$ cat src/rtl/two_traffic_lights_pkg.sv
// Shared types and lamp encodings for the two-light junction controller.
package two_traffic_lights_pkg;

  typedef enum logic [2:0] {
    S0 = 3'd0,  // ALL_RED_A
    S1 = 3'd1,  // A_RED_AMBER
    S2 = 3'd2,  // A_GREEN
    S3 = 3'd3,  // A_AMBER
    S4 = 3'd4,  // ALL_RED_B
    S5 = 3'd5,  // B_RED_AMBER
    S6 = 3'd6,  // B_GREEN
    S7 = 3'd7   // B_AMBER
  } state_t;

  typedef enum logic [1:0] {
    PH_RED       = 2'd0,
    PH_RED_AMBER = 2'd1,
    PH_GREEN     = 2'd2,
    PH_AMBER     = 2'd3
  } phase_t;

  localparam logic [2:0] RED       = 3'b100;
  localparam logic [2:0] RED_AMBER = 3'b110;
  localparam logic [2:0] GREEN     = 3'b001;
  localparam logic [2:0] AMBER     = 3'b010;

endpackage

$ cat src/rtl/two_traffic_lights_light_phase_decode.sv
// Maps a light phase to its lamp pattern; an inactive light always shows RED.
module light_phase_decode
  import two_traffic_lights_pkg::*;
(
  input  logic       active,
  input  phase_t     phase,
  output logic [2:0] lamps
);

  // Phase to lamp pattern
  always_comb begin
    lamps = RED;
    if (active) begin
      case (phase)
        PH_RED:       lamps = RED;
        PH_RED_AMBER: lamps = RED_AMBER;
        PH_GREEN:     lamps = GREEN;
        PH_AMBER:     lamps = AMBER;
        default:      lamps = RED;
      endcase
    end else begin
      lamps = RED;
    end
  end

endmodule

$ cat src/rtl/two_traffic_lights.sv
// Self-running eight-state controller alternating two UK-sequence lights with
// an all-red phase between handovers. Lamp outputs are registered.
module two_traffic_lights
  import two_traffic_lights_pkg::*;
(
  input  logic       clk,
  input  logic       rst,
  output logic [2:0] lightsA,
  output logic [2:0] lightsB
);

  state_t     state_q, state_d;
  phase_t     phase_d;
  logic       a_active_d;
  logic [2:0] lights_a_d, lights_b_d;
  logic [2:0] lights_a_q, lights_b_q;

  // Next-state sequencing
  always_comb begin
    state_d = S0;
    case (state_q)
      S0:      state_d = S1;
      S1:      state_d = S2;
      S2:      state_d = S3;
      S3:      state_d = S4;
      S4:      state_d = S5;
      S5:      state_d = S6;
      S6:      state_d = S7;
      S7:      state_d = S0;
      default: state_d = S0;
    endcase
  end

  // Lamps are decoded from the next state so the registered outputs line up
  // with the state register after every edge.
  always_comb begin
    phase_d    = PH_RED;
    a_active_d = 1'b1;
    case (state_d)
      S0: begin phase_d = PH_RED;       a_active_d = 1'b1; end
      S1: begin phase_d = PH_RED_AMBER; a_active_d = 1'b1; end
      S2: begin phase_d = PH_GREEN;     a_active_d = 1'b1; end
      S3: begin phase_d = PH_AMBER;     a_active_d = 1'b1; end
      S4: begin phase_d = PH_RED;       a_active_d = 1'b0; end
      S5: begin phase_d = PH_RED_AMBER; a_active_d = 1'b0; end
      S6: begin phase_d = PH_GREEN;     a_active_d = 1'b0; end
      S7: begin phase_d = PH_AMBER;     a_active_d = 1'b0; end
      default: begin phase_d = PH_RED;  a_active_d = 1'b1; end
    endcase
  end

  light_phase_decode u_decode_a (
    .active (a_active_d),
    .phase  (phase_d),
    .lamps  (lights_a_d)
  );

  light_phase_decode u_decode_b (
    .active (~a_active_d),
    .phase  (phase_d),
    .lamps  (lights_b_d)
  );

  // State and lamp registers with synchronous reset to all-red
  always_ff @(posedge clk) begin
    if (rst) begin
      state_q    <= S0;
      lights_a_q <= RED;
      lights_b_q <= RED;
    end else begin
      state_q    <= state_d;
      lights_a_q <= lights_a_d;
      lights_b_q <= lights_b_d;
    end
  end

  assign lightsA = lights_a_q;
  assign lightsB = lights_b_q;

endmodule

$ cat config.mk
export PLATFORM = sky130hd
export DESIGN_NAME = two_traffic_lights
export DESIGN_NICKNAME = d
export VERILOG_FILES = /design/src/rtl/two_traffic_lights_pkg.sv /design/src/rtl/two_traffic_lights_light_phase_decode.sv /design/src/rtl/two_traffic_lights.sv
export SDC_FILE = /design/constraint.sdc
export NUM_CORES = 1
export LEC_CHECK = 0
export ABC_AREA = 1
export CORE_AREA = 8 8 45 47
export DETAILED_ROUTE_END_ITERATION = 10
export DIE_AREA = 0 0 53 55
export SYNTH_ARGS = -nofsm -noshare
export SYNTH_HDL_FRONTEND = slang
export SYNTH_HIERARCHICAL = 1
export SYNTH_SLANG_ARGS = --single-unit
$ cat constraint.sdc
create_clock -name clk -period 1.3 [get_ports clk]
set_input_delay 0.13 -clock clk [delete_from_list [all_inputs] [get_ports clk]]
set_output_delay 0.13 -clock clk [all_outputs]
set_load 0.05 [all_outputs]
# Yosys cells after proc, flatten, opt, wreduce, memory -nomap -nowiden
# Memories as Yosys holds them, arrays and structs flattened. A register that Yosys moved wholly into a read port is not among the register bits.
# Cells that the tools add are included.
word_totals:
  reg_bits: 6
  rom_bits: 48
  n_memories: 2
  elab_cells: 13
  out_inout_bits: 6
  input_bits: 2
classes:
  reduce_logical: 3
  n_mux: 2
  n_eq_ne: 3
  n_bitwise: 1
memory_table:
  columns: ["memory", "depth", "width", "rd", "rd_ports_with_merged_regs", "write_ports", "line", "source"]
  rows:
  - ["(name not given)", 8, 3, 1, 0, 0, "two_traffic_lights.sv:39", "case (state_d)"]
  - ["(name not given)", 8, 3, 1, 1, 0, "two_traffic_lights.sv:21", "case (state_q)"]
ops:
  columns: ["cell", "count"]
  rows:
  - ["$pmux W3 S4", 1]
  - ["$eq A2 B2 Y1 const B", 2]
  - ["$reduce_or A2 Y1", 2]
  - ["$mux W3", 1]
  - ["$eq A2 B1 Y1 const B", 1]
  - ["$logic_not A2 Y1", 1]
  - ["$not A1 Y1", 1]

# Logic depth before layout (Yosys ltp)
# Gate-level depths: netlist of run 1.
# An unclocked memory read counts as a cell.
logic_depth:
  word_depth: 3
  mapped_depth: 7

# Hierarchy
# The synthesis of run 1 kept the hierarchy.
modules_own_cells:
  columns: ["mod", "n_inst", "cells_per_inst", "seq_area_each_um2", "area_each_um2"]
  rows:
  - ["two_traffic_lights", 1, 32, 180.2, 290.3]
  - ["light_phase_decode", 2, 4, 0.0, 20.0]

# Least setup slack after synthesis of run 1
# Ideal clock, no wire load.
synth_timing:
  kind: "register -> register"
  from: "reg state_d[0] (netlist name)"
  to: "reg state_d[2] (netlist name)"
  period_less_slack_ns: 0.911
  n_path_buf: 0
  t_required_ns: 1.188
  path_stages_with_launch: 7
  setup_time_ns: 0.112
  arrival_time_ns: 0.799
  setup_slack_ns: 0.389
  path_cell_list: "dfxtp_1 -> nand2_1 -> inv_1 -> ha_1 -> inv_1 -> nand3_1 -> nand2_1"
synth_via:
  elab_chain_cells: 1
synth_lines:
  columns: ["item"]
  rows:
  - ["$mux W3 (no line)"]
# Every way passes these cells.
# A chain may end at the register's enable or synchronous reset.

# Final worst setup path of run 1
layout_timing:
  from: "in rst"
  to: "reg state_d[2] (netlist name)"
layout_via:
  elab_chain_cells: 1
layout_lines:
  columns: ["item", "line", "source"]
  rows:
  - ["start, declared", "two_traffic_lights.sv:7", "input logic rst,"]
  - ["$mux W3 (no line)", null, null]
# Every way passes these cells.

==> results of run 1 <==
where the power goes:
group | internal, mW | total [mW] | switching, mW
clock | 0.118 | 0.210 | 0.0921
combinational | 0.0622 | 0.133 | 0.0705
sequential | 0.298 | 0.321 | 0.0231
total | 0.479 | 0.664 | 0.186
kinds of logic (layout without fill, tap and decap cells):
| family | count (synthesis) | after routing | synth area share [%] |
|---|---|---|---|
| buf+inv | 11 | 23 | 12.50 |
| flops | 9 | 9 | 54.54 |
| simple gates | 18 | 18 | 25.38 |
| fa+ha+maj | 2 | 2 | 7.575 |
path summary, 6_finish.rpt:
| kind | from | endpoint | slack (ns) | cells after the start |
|---|---|---|---|---|
| setup / recovery | rst | state_d[2] | 0.30 | 8 |
| hold / removal | state_d[0] | state_d[0] | 0.49 | 1 |
| setup reg to reg | state_d[0] | state_d[2] | 0.31 | 6 |
| hold reg to reg | state_d[0] | state_d[0] | 0.49 | 1 |
area by class of cell:
cell class	count	area, um2
Fill cell	133	869.6
Tap cell	16	20.02
Inverter	11	41.29
Multi-Input combinational cell	20	108.9
Clock buffer	4	26.28
Timing Repair Buffer	8	137.6
Sequential cell	9	180.2
per-layer routing:
metal / up-vias / GRT usage [%]
li1: 134 / -
met1: 112 / 3.044
met2: 7 / 7.813
met3: 2 / 2.674
met4: 0 / 6.466
met5: - / 0
cells in the mapped netlist (all sizes together):
master  count  share of area, %
dfxtp       9                55
nor2        7               9.5
or2         2               3.8
nand3       1               1.5
nand2       8                11
ha          2               7.6
inv        11                13
state kept, by name, summed over array words and instances (netlist names):
| register | flops |
|---|---|
| lightsA | 3 |
| lightsB | 3 |
| state_d | 3 |
metrics by stage:
stage	hold WS [ns]	instances	total power, mW	setup slack, ns
finish	0.4949	68	0.6641	0.2969
global route	0.5291	68	0.7035	0.1847
CTS	0.5044	68	0.6818	0.2900
detailed placement	0.4897	64	0.4622	0.02913
global placement	0.4747	64	0.4594	0.04750
floorplan	0.2012	40	0.3940	0.3886
worst max-delay path, delay by kind of cell:
| family | cells | cell delay [ns] |
|---|---|---|
| buffers and inverters | 4 | 0.70 |
| adder cells (fa/ha/maj) | 1 | 0.18 |
| AND/OR/NAND/NOR | 3 | 0.21 |
==> run summary, run 1 <==
* placement-stage cell area: 488.0 um2
* deepest level of the CTS H-tree: 1
* number of routed nets with antenna violations: 0
* vias per cell: 3.750
* TritonCTS clock tree: done
* FF+latch count, synth: 9
* Arr. time, crit path: 1.21 ns
* detailed-router iteration count before antenna repair: 2
* Hold WC Path Type: register to register
* outcome: completed
* Routed wire per std cell: 8.044 um
* maximum number of pins on one net before global-route repair: 7
* total of max-cap violations: 0
* Final Instance Area: 514.2 um2
* count of cell types in the netlist: 10
* RSZ-0062 raised after global routing: no
* fraction of layout instances using a drive strength above 1: 28.85%
* clock-pin slew of the registers on the worst-case setup and hold paths: 0.06 ns
* total power density per cell area: 1291 nW/um2
* net count after synthesis: 44
* transition at the pin with the smallest max-transition slack: 0.2021 ns
* Net count, final: 57
* wire length of the first global-routing pass: 903 um
* area of the core region: 1384 um2
* Final Slew Violations: 0
* wire length on met2: 261 um
* fraction of the cycle the final worst path needs: 77.16%
* shortest period the worst path allows: 1.003 ns
* number of clock buffers inserted by TritonCTS: 3
* vias in the first global route: 248
* final hold violation count: 0
* antenna violations before repair: 0
* cts hold-fix bufs: 0
* slowest stage delay, CP: 0.53 ns
* Iteration-0 DRC Markers: 1
* number of failing setup endpoints in the final timing report: 0
* detailed-routing wirelength on met1: 192 um
* highest signal layer in the routed design: met4
* kind of critical path: input pin to register
* DRC violations left: 0
* total negative slack for setup checks: 0 ns
* Rel. slew slack: 86.51%
* Data required, critical path: 1.50 ns
* critical path's slowest cell: clkdlybuf4s50_1
* Die Span X: 53 um
* fraction of the yosys area taken by sequential cells: 54.55%
* clock insertion delay at the later pin of the skew report: 0.25 ns
* Detail Placement HPWL: 442 um
* worst-path fanout max: 3
* leakage power summed over all cells: 0.2490 nW
* commonest cells after routing, fill and taps aside: inv_1 (10), dfxtp_1 (9), nand2_1 (6), buf_12 (6), nor2_1 (5)
* sum of overflow across all layers after global routing: 0
* Starting Density: 23.87%
* post-CTS setup buffer count: 0
* series of cell instances along the critical path: clkdlybuf4s50_1 > inv_2 > nand2_1 > inv_1 > ha_1 > inv_1 > nand3_1 > nand2_1
* antenna diode instance count: 0
* Crit. End Element: register
* cell area after synthesis: 330.3 um2
* top achievable clock speed: 0.9969 GHz
* instance count of the mapped netlist: 40
* met3 wire len: 86 um
* root buffer selected by CTS: clkbuf_4
* post-layout utilization of the core: 37.16%
* layout-stage area growth over the synthesis result: 55.68%
* global routing usage summed across all routing layers: 4.647%
* startpoint class of the critical path: input pin
* Syn Area/Cell: 8.258 um2
* commonest non-fill, non-tap cell in the layout: inv_1
* Peak VDD IR: 0.4648 mV
* Post-Route WL: 547 um
* DIE HEIGHT: 55 um
* Longest Clk Path Bufs: 2
* warnings from Yosys: 6
* total number of vias: 255
* I/O Pins: 8
* gpl congestion: 0.7220
* number of placement rows: 14
* Port Buffer Count: 7
* largest clock skew in the final design: 0.002055 ns
* number of gates given a new drive strength after cts: 0
* number of clock sinks: 9
* area enclosed by the die boundary: 2915 um2
Note: power is estimated with default switching activity, not from simulation.
==> run 2, diff against run 1 <==
==> constraint.sdc (replaced) <==
create_clock -name clk -period 0.9 [get_ports clk]
set_input_delay 0.09 -clock clk [delete_from_list [all_inputs] [get_ports clk]]
set_output_delay 0.09 -clock clk [all_outputs]
set_load 0.05 [all_outputs]
==> run 2 against run 1 <==
Net effect: critical path depth decreased by 2; flip-flop and latch count unchanged; sequential power increased by 43%; highest routed layer unchanged; routed wire length decreased by 3.5%; sequential share of layout area decreased by 1.7 points; via count increased by 6.7%; non-clock buffer count increased by 3; largest cell class unchanged; clock skew about the same; register-to-register slack got worse by 0.28 ns; critical endpoint unchanged; worst setup slack got worse by 0.26 ns.
==> run summary, run 2 (same netlist as run 1, synthesis figures left out) <==
* TritonCTS clock tree: done
* number of fillers in the final layout: 148
* leakage power summed over all cells: 0.2607 nW
* commonest non-fill, non-tap cell in the layout: inv_1
* Data required, critical path: 1.05 ns
* Total Power: 0.9830 mW
* DIE HEIGHT: 55 um
* final hold violation count: 0
* vias per cell: 3.831
* startpoint class of the critical path: register
* gpl congestion: 0.6665
* DRC violations left: 0
* hold slack: 0.3212 ns
* post-layout utilization of the core: 39.60%
* root buffer selected by CTS: clkbuf_4
* deepest level of the CTS H-tree: 1
* Rel. slew slack: 86.44%
* total power density per cell area: 1794 nW/um2
* outcome: completed
* setup slack of the critical path after layout: 0.03215 ns
* placement-stage cell area: 513.0 um2
* antenna diode instance count: 0
* wire length of the first global-routing pass: 855 um
* largest clock skew in the final design: 0.001906 ns
* total negative slack for setup checks: 0 ns
* number of routed nets with antenna violations: 0
* sum of overflow across all layers after global routing: 0
* global routing usage summed across all routing layers: 4.436%
* Hold WC Path Type: input pin to register
* maximum number of pins on one net before global-route repair: 7
* total number of vias: 272
* transition at the pin with the smallest max-transition slack: 0.2034 ns
* vias in the first global route: 254
* worst-path fanout max: 2
* Final Instance Area: 548.0 um2
* number of placement rows: 14
* number of clock sinks: 9
* Final Slew Violations: 0
* slowest stage delay, CP: 0.33 ns
* Arr. time, crit path: 1.02 ns
* Longest Clk Path Bufs: 2
* Net count, final: 60
* antenna violations before repair: 0
* layout-stage area growth over the synthesis result: 65.91%
* shortest period the worst path allows: 0.8678 ns
* area of the core region: 1384 um2
* Die Span X: 53 um
* number of clock buffers inserted by TritonCTS: 3
* Peak VDD IR: 0.6117 mV
* worst setup timing slack at the placement stage: -0.3245 ns
* critical path's slowest cell: dfxtp_2
* depth of the worst register-to-register path: 6
* fraction of the cycle the final worst path needs: 96.43%
* clock insertion delay at the later pin of the skew report: 0.25 ns
* fin cells: 71
* top achievable clock speed: 1.152 GHz
* fraction of layout instances using a drive strength above 1: 43.64%
* Starting Density: 23.87%
* commonest cells after routing, fill and taps aside: inv_1 (8), dfxtp_1 (7), nand2_1 (6), buf_12 (6)
* kind of critical path: register to register
* area enclosed by the die boundary: 2915 um2
* series of cell instances along the critical path: inv_2 > nor2_4 > ha_2 > inv_1 > nand3_1 > nand2_1
* number of failing setup endpoints in the final timing report: 0
* Post-Route WL: 528 um
* Iteration-0 DRC Markers: 2
* Crit. End Element: register
* Detail Placement HPWL: 440.3 um
* clock-pin slew of the registers on the worst-case setup and hold paths: 0.06 ns
* total instance count after detailed placement: 67
* hold path depth: 3
* Port Buffer Count: 7
* detailed-router iteration count before antenna repair: 2
* total of max-cap violations: 0
* I/O Pins: 8
* Routed wire per std cell: 7.437 um
-- run 2: cell count changes in the layout (fill, tap and decap cells not counted) --
cell and change:
inv_2 +2, nor2_4 +1, clkdlybuf4s50_1 -1, dfxtp_2 +2, inv_1 -2, nor2_1 -1, ha_2 +1, dfxtp_1 -2
buf_4 +3, ha_1 -1, dlygate4sd2_1 +1
-- run 2: worst paths after layout --
path	from	slack (ns)	end
hold / removal	rst	0.32	state_d[0]
setup / recovery	state_d[1]	0.03	state_d[2]
setup reg to reg	state_d[1]	0.03	state_d[2]
hold reg to reg	state_d[0]	0.44	state_d[0]
-- run 2: where the power goes --
| group | switching (mW) | total (mW) | internal, mW |
|---|---|---|---|
| clock | 0.127 | 0.297 | 0.170 |
| sequential | 0.0256 | 0.459 | 0.433 |
| combinational | 0.119 | 0.227 | 0.108 |
-- run 2: area by class of cell --
type / count / area, um2 / share of cell area [%]
Clock buffer: 4 / 26.28 / 4.795
Tap cell: 16 / 20.02 / 3.653
Timing Repair Buffer: 11 / 158.9 / 29.00
Multi-Input combinational cell: 20 / 118.9 / 21.69
Inverter: 11 / 41.29 / 7.534
Sequential cell: 9 / 182.7 / 33.33
-- run 2: what timing repair did --
item | in CTS | in global routing
gates resized for setup | 2 | 4
pin swaps | 0 | 3
hold buffers | 0 | 0
buffers inserted | 0 | 0
endpoints found under the setup margin | 2 | 1
-- run 2: critical path, delay by kind of cell (launching register included) --
kind          cells  cell delay [ns]
flops             1             0.33
buf+inv           2             0.08
simple gates      3             0.20
fa+ha+maj         1             0.16
-- run 2: routing by layer --
layer  track usage (%)  vias up  wire [um]
met5                 0        -          0
met4             5.172        0          4
met3             3.476        2         74
met2             7.031        7        255
met1             3.058      122        192
li1                  -      141          -
